--- config.mk ---
export PLATFORM = sky130hd
export DESIGN_NAME = ram8_loader
export DESIGN_NICKNAME = d
export VERILOG_FILES = /design/src/rtl/ram8_loader.sv
export SDC_FILE = /design/constraint.sdc
export NUM_CORES = 1
export LEC_CHECK = 0
export ABC_AREA = 1
export CELL_PAD_IN_SITES_DETAIL_PLACEMENT = 0
export CELL_PAD_IN_SITES_GLOBAL_PLACEMENT = 1
export CORE_ASPECT_RATIO = 1.25
export CORE_UTILIZATION = 37
export CTS_BUF_LIST = sky130_fd_sc_hd__clkbuf_4 sky130_fd_sc_hd__clkbuf_8 sky130_fd_sc_hd__clkbuf_16
export CTS_CLUSTER_DIAMETER = 120
export DETAILED_ROUTE_END_ITERATION = 8
export PLACE_DENSITY_LB_ADDON = 0.1
export SYNTH_ARGS = -nofsm -noshare
export SYNTH_HDL_FRONTEND = slang
export SYNTH_SLANG_ARGS = --single-unit
--- constraint.sdc ---
create_clock -name i_clk -period 2.9 [get_ports i_clk]
set_input_delay 0.58 -clock i_clk [delete_from_list [all_inputs] [get_ports i_clk]]
set_output_delay 0.58 -clock i_clk [all_outputs]
set_load 0.02 [all_outputs]
--- src/rtl/ram8_loader.sv ---
// ram8_loader: assembles a valid/ready byte stream into 16-bit words and writes
// them to consecutive RAM8 locations from a programmable base, wrapping modulo 8.
//
// Ports:
//   i_clk, i_reset        clock, synchronous active-high reset
//   i_start               begin a burst (sampled only when idle)
//   i_start_addr          first RAM address written
//   i_length              words to write; 0 = none, values above depth clamp to depth
//   i_byte_valid/i_byte_in, o_byte_ready   upstream byte handshake
//   o_ram_load, o_ram_address, o_ram_in    drive RAM8 load/address/in directly
//   o_busy                burst in progress
//   o_done                one-cycle pulse at burst completion
//   o_word_count          words written in the current/last burst
module ram8_loader #(
  parameter bit LSB_FIRST = 1'b1,
  parameter int ADDR_W    = 3,
  parameter int CNT_W     = 4
) (
  input  logic              i_clk,
  input  logic              i_reset,
  input  logic              i_start,
  input  logic [ADDR_W-1:0] i_start_addr,
  input  logic [CNT_W-1:0]  i_length,
  input  logic              i_byte_valid,
  input  logic [7:0]        i_byte_in,
  output logic              o_byte_ready,
  output logic              o_ram_load,
  output logic [ADDR_W-1:0] o_ram_address,
  output logic [15:0]       o_ram_in,
  output logic              o_busy,
  output logic              o_done,
  output logic [CNT_W-1:0]  o_word_count
);
  typedef enum logic [2:0] {IDLE, GET_A, GET_B, WRITE, DONE} state_t;
  localparam logic [CNT_W-1:0] DEPTH = CNT_W'(2 ** ADDR_W);
  state_t            r_state;
  logic [ADDR_W-1:0] r_addr;
  logic [CNT_W-1:0]  r_len;
  logic [7:0]        r_a;
  logic              r_byte_ready;
  logic              r_ram_load;
  logic [ADDR_W-1:0] r_ram_address;
  logic [15:0]       r_ram_in;
  logic              r_busy;
  logic              r_done;
  logic [CNT_W-1:0]  r_word_count;
  logic [CNT_W-1:0]  w_len;
  logic [CNT_W-1:0]  w_next_cnt;
  logic              w_xfer;
  assign w_len      = (i_length > DEPTH) ? DEPTH : i_length;
  assign w_next_cnt = r_word_count + 1'b1;
  // byte_ready is registered and high only in GET_A/GET_B, so it alone qualifies a transfer
  assign w_xfer     = i_byte_valid && r_byte_ready;
  always_ff @(posedge i_clk) begin
    if (i_reset) begin
      r_state       <= IDLE;
      r_addr        <= '0;
      r_len         <= '0;
      r_a           <= '0;
      r_byte_ready  <= 1'b0;
      r_ram_load    <= 1'b0;
      r_ram_address <= '0;
      r_ram_in      <= '0;
      r_busy        <= 1'b0;
      r_done        <= 1'b0;
      r_word_count  <= '0;
    end else begin
      case (r_state)
        IDLE: if (i_start) begin
          r_addr       <= i_start_addr;
          r_len        <= w_len;
          r_word_count <= '0;
          if (w_len == '0) begin
            r_state <= DONE;
            r_done  <= 1'b1;
          end else begin
            r_state      <= GET_A;
            r_byte_ready <= 1'b1;
            r_busy       <= 1'b1;
          end
        end
        GET_A: if (w_xfer) begin
          r_a     <= i_byte_in;
          r_state <= GET_B;
        end
        GET_B: if (w_xfer) begin
          r_byte_ready  <= 1'b0;
          r_ram_load    <= 1'b1;
          r_ram_address <= r_addr;
          r_ram_in      <= LSB_FIRST ? {i_byte_in, r_a} : {r_a, i_byte_in};
          r_state       <= WRITE;
        end
        WRITE: begin
          r_ram_load   <= 1'b0;
          r_word_count <= w_next_cnt;
          r_addr       <= r_addr + 1'b1;
          if (w_next_cnt == r_len) begin
            r_state <= DONE;
            r_done  <= 1'b1;
            r_busy  <= 1'b0;
          end else begin
            r_state      <= GET_A;
            r_byte_ready <= 1'b1;
          end
        end
        DONE: begin
          r_done  <= 1'b0;
          r_state <= IDLE;
        end
        default: r_state <= IDLE;
      endcase
    end
  end
  assign o_byte_ready  = r_byte_ready;
  assign o_ram_load    = r_ram_load;
  assign o_ram_address = r_ram_address;
  assign o_ram_in      = r_ram_in;
  assign o_busy        = r_busy;
  assign o_done        = r_done;
  assign o_word_count  = r_word_count;
endmodule

After elaboration in Yosys (flattened, before gate mapping)
Index checks and enable logic that the tools add are counted.
{"block": "classes", "addsub": 2, "magnitude_cmp": 1, "n_eq_ne": 12, "n_mux": 24, "reduce_logical": 16}
{"operator": "2-to-1 mux 3 bit", "count": 6}
{"operator": "!= test 2 bit, second input constant", "count": 7}
{"operator": "case mux 3 bit (4 select lines)", "count": 1}
{"operator": "AND reduction 2 bit", "count": 5}
{"operator": "2-to-1 mux 1 bit", "count": 9}
{"operator": "2-to-1 mux 4 bit", "count": 2}
{"operator": "case mux 4 bit (2 select lines)", "count": 1}
{"operator": "AND reduction 4 bit", "count": 2}
{"operator": "equality test 3 x 2 -> 1 bit, second input constant", "count": 2}
{"operator": "case mux 1 bit (3 select lines)", "count": 2}
{"operator": "case mux 3 bit (2 select lines)", "count": 1}
{"operator": "nonzero test 3 bit", "count": 2}
{"operator": "AND reduction 5 bit", "count": 1}
{"operator": "adder 4 x 1 -> 4 bit, second input constant", "count": 1}
{"operator": "equality test 4 bit", "count": 1}
{"operator": "> comparator 4 bit, second input constant", "count": 1}
{"operator": "zero test 4 bit", "count": 1}
{"operator": "case mux 1 bit (2 select lines)", "count": 2}
{"operator": "nonzero test 2 bit", "count": 2}
{"operator": "adder 3 x 1 -> 3 bit, second input constant", "count": 1}
{"operator": "equality test 3 x 1 -> 1 bit, second input constant", "count": 1}
{"operator": "equality test 3 bit, second input constant", "count": 1}
{"operator": "zero test 3 bit", "count": 1}
{"operator": "AND reduction 3 bit", "count": 1}
{"operator": "logical AND 1 bit", "count": 1}
{"block": "word_totals", "reg_bits": 45, "in_bits": 19, "out_inout_bits": 27}

Depth between registers and ports, before layout
{"block": "depth", "word_depth": 6, "mapped_depth": 10, "ltp_nobuf": 10}

Least setup slack after synthesis
No wires, ideal clock.
{"block": "synth_timing", "kind": "register -> register", "from": "register r_word_count[0], in the netlist o_word_count[0]", "to": "register r_state[0]", "setup_time_ns": 0.132, "t_arrival_ns": 1.397, "required_time_ns": 2.768, "setup_slack_ns": 1.371, "stages_incl_launch_ff": 8, "n_path_buf": 0, "synth_period_minus_slack_ns": 1.529, "path_cell_list": "dfxtp_1 > ha_1 > nor2_1 > o21ai_0 > nor2_1 > nand3_1 > nand3_1 > a21oi_1"}
{"block": "synth_via", "elab_chain_cells": 4}
{"item": "from (decl)", "line_no": "46", "rtl": "logic [CNT_W-1:0] r_word_count;"}
{"item": "from (signal assigned)", "line_no": "95", "rtl": "r_word_count <= w_next_cnt;"}
{"item": "adder 4 x 1 -> 4 bit", "line_no": "51", "rtl": "assign w_next_cnt = r_word_count + 1'b1;"}
{"item": "equality test 4 bit", "line_no": "97", "rtl": "if (w_next_cnt == r_len) begin"}
{"item": "2-to-1 mux 3 bit", "line_no": "97"}
{"item": "case mux 3 bit (4 select lines)", "line_no": "68", "rtl": "case (r_state)"}
{"item": "to (signal assigned)", "line_no": "56", "rtl": "r_state <= IDLE;"}
{"item": "to (signal assigned)", "line_no": "98", "rtl": "r_state <= DONE;"}
{"item": "to (signal assigned)", "line_no": "102", "rtl": "r_state <= GET_A;"}
{"item": "to (decl)", "line_no": "36", "rtl": "state_t r_state;"}
Every way passes these cells.
A chain may end at the register's enable or synchronous reset.

Worst setup path after layout
{"block": "layout_timing", "from": "register r_word_count[0], in the netlist o_word_count[0]", "to": "output o_word_count[0]"}
{"item": "to (decl)", "line_no": "32", "rtl": "output logic [CNT_W-1:0] o_word_count"}
No word-level cell between the ends.

==> impl_metrics.yaml <==
yosys:
  yosysMostFrequentCell: "nor2_1"
  ys_warn_count: 0
  postSynthCellCount: 259
  synth_edf_count: 0
  synth_common_cells: "nor2_1 (64), dfxtp_1 (45), nand2_1 (42)"
  synth_top_cell_area_share: 0.488
  synth_area_leaders: "dfxtp_1 (49%), nor2_1 (13%), nand2_1 (8.5%), o21ai_0 (8.4%), a21oi_1 (4.3%)"
  yosysUniqueCellTypes: 22
  yosys.area.top_type: "dfxtp_1"
  synth_area_um2: 1850
  async_flop_share: 0
  syn-num-nets: 280
  syn_area_per_cell_um2: 7.13
  ys.flop_type: "dfxtp_1"
  ys_seq_area_frac: 0.488
  ys_seq_elements: 45
placed_design:
  hpwl_mm: 3.10
  port_buffers: 45
  place_inst: 361
  place_congestion: 0.798
global_route:
  grt_use_total: 0.182
  grt_pass1_vias: 1703
  grt_overflow: 0
  grt_pass1_wl_mm: 7.50
  grt_antenna_before_repair: 0
  grt_max_degree: 22
worst_setup_path:
  cp_top_family: "buffers and inverters"
  crit_slowest_cell: "clkdlybuf4s50_1"
  max_stage_delay_ns: 0.67
  crit_required_ns: 2.32
  path_cells: "clkdlybuf4s50_1"
  path_buf_inv: 1
  r2r_start: "o_word_count[0]$_SDFFE_PP0P_"
  cp.arrival_ns: 1.47
  crit_path_end_kind: "primary output"
  r2r_cells: 7
  path_class: "reg -> out"
  startpoint_type: "flop"
  crit_fanout: 9
  timing.rr.end: "r_state[0]$_SDFFE_PP0P_"
  rrSetupSlack_ns: 1.25
outcome:
  status: "finished clean"
worst_hold_path:
  min_from: "o_done$_SDFFE_PP0P_"
  whs_path_depth: 2
  hold_end: "o_done$_SDFFE_PP0P_"
  hp-class: "reg -> reg"
sta:
  worstMarginPinSlew_ns: 0.660
  relSlewSlack: 0.560
  setup_viol: 0
  slew_violations: 0
  hold_ws_ns: 0.443
  finalHoldViolCount: 0
  fin_tns_setup_ns: 0
  fin_crit_sh: 0.707
  finClkSkew_ns: 0.00528
  finalCriticalPeriod_ns: 2.05
  max_freq_mhz: 488
  rsz0062_at_grt: "false"
drt:
  drt_pass1_iterations: 4
  drc: 0
  routed_wl_mm: 4.40
  num_vias: 1787
  via_per_inst: 4.84
  wl_met2_mm: 2.16
  top_layer: "met4"
  drtIter0Drc: 83
  wl_met3_um: 202
  wl_per_cell_um: 11.9
  drt-met1-wl_mm: 1.96
  drtAntennaViolNets: 0
floorplanning:
  ioPinCount: 46
  start_util: 0.388
  die_h_um: 81.0
  die-area_um2: 5280
  core_um2: 4760
  rows: 28
  fp.dieW_um: 65.2
clock_tree:
  cts_sinks: 45
  root_buffer: "clkbuf_8"
  postCtsSetupBuffers: 0
  cts_tree: "built"
  cts_max_path_buffers: 2
  path_clk_slew_ns: 0.08
  htree_num_levels: 2
  cts_resized: 0
  numCtsBuffers: 5
  clock_latency_ns: 0.29
  cts.hold.buffers_added: 0
power:
  swShare: 0.345
  power_density_nw_per_um2: 674
  sequentialPowerShare: 0.466
  p_leak_nw: 1.06
  p_switching_mw: 0.571
  total_power_mw: 1.66
  clkPwrFrac: 0.231
  peakVddDrop_mv: 0.358
  p_int_mw: 1.09
  power_frac_comb: 0.303
cells_and_area:
  final_layout_size_suffix_gt1_frac: 0.0680
  layoutNonFillerInstCount: 369
  num_antenna_cells: 0
  fin_nets: 329
  area_growth_pct: 33.1
job:
  drv_cap: 0
==> power groups by stage <==
stage	logic, mW	clock network, mW	registers [mW]
after floorplan	0.288	0	0.821
after global placement	0.506	0	0.787
after detailed placement	0.504	0	0.787
after CTS	0.507	0.397	0.773
after global routing	0.580	0.414	0.787
final	0.502	0.383	0.773
==> metrics by stage <==
step | cell area, um2 | util | worst slack, ns
final | 2460 | 0.516 | 0.849
after detailed placement | 2370 | 0.498 | 0.912
after CTS | 2460 | 0.516 | 0.840
after floorplan | 1850 | - | 1.37
after global routing | 2460 | 0.516 | 0.776
after global placement | 2370 | 0.498 | 0.927
==> layer usage <==
metal / track usage / vias up
li1: - / 929
met1: 0.206 / 816
met2: 0.323 / 35
met3: 0.0463 / 7
met4: 0.0761 / 0
met5: 0 / -
==> worst max path at each step <==
stage	startpoint	to	slack [ns]	cells past startpoint
2_1_floorplan	o_word_count[0]$_SDFFE_PP0P_	r_state[0]$_SDFFE_PP0P_	1.37	7
3_5_place_dp	i_byte_valid	o_ram_in[12]$_SDFFE_PP0P_	0.91	6
3_3_place_gp	i_byte_valid	o_ram_in[12]$_SDFFE_PP0P_	0.93	6
5_1_grt	o_word_count[0]$_SDFFE_PP0P_	o_word_count[0]	0.78	1
4_1_cts	o_word_count[0]$_SDFFE_PP0P_	o_word_count[0]	0.84	1
6_report	o_word_count[0]$_SDFFE_PP0P_	o_word_count[0]	0.85	1
==> state kept, by name, summed over array words and instances, names as in the netlist, 3 cells and up <==
| register | flops |
|---|---|
| o_word_count | 4 |
| r_a | 8 |
| r_addr | 3 |
| r_len | 4 |
| o_ram_in | 16 |
| o_ram_address | 3 |
| r_state | 3 |
==> layout by cell type (no fill, tap or decap) <==
| master | count |
|---|---|
| a211oi_1 | 1 |
| a21oi_1 | 16 |
| a22oi_1 | 1 |
| a31oi_1 | 1 |
| buf_4 | 5 |
| clkbuf_4 | 1 |
| clkbuf_8 | 5 |
| clkdlybuf4s50_1 | 45 |
| clkinv_2 | 2 |
| dfxtp_1 | 45 |
| ha_1 | 2 |
| inv_1 | 18 |
| inv_2 | 5 |
| nand2_1 | 42 |
| nand2_2 | 1 |
| nand3_1 | 16 |
| nand4_1 | 2 |
| nor2_1 | 64 |
| nor2_2 | 1 |
| nor3_4 | 1 |
| o21ai_0 | 31 |
| o21ai_1 | 3 |
| or2_0 | 1 |
==> logic make-up after synthesis <==
group                      after synthesis  share of synthesized area
AOI/OAI and AO/OA                       53                      0.147
adders and majority gates                2                     0.0135
buffers and inverters                   31                     0.0671
DFF                                     45                      0.488
and+or+nand+nor                        128                      0.285
==> cell type report <==
type,count,area (um2)
fillers,505,2310
flip-flops and latches,45,901
multi-input cells,183,822
repair buffers,50,488
inverters,23,86.3
clock buffers,6,76.3
well taps,60,75.1
clock inverters,2,10.0
No activity file was read; power rests on OpenSTA's default activity.
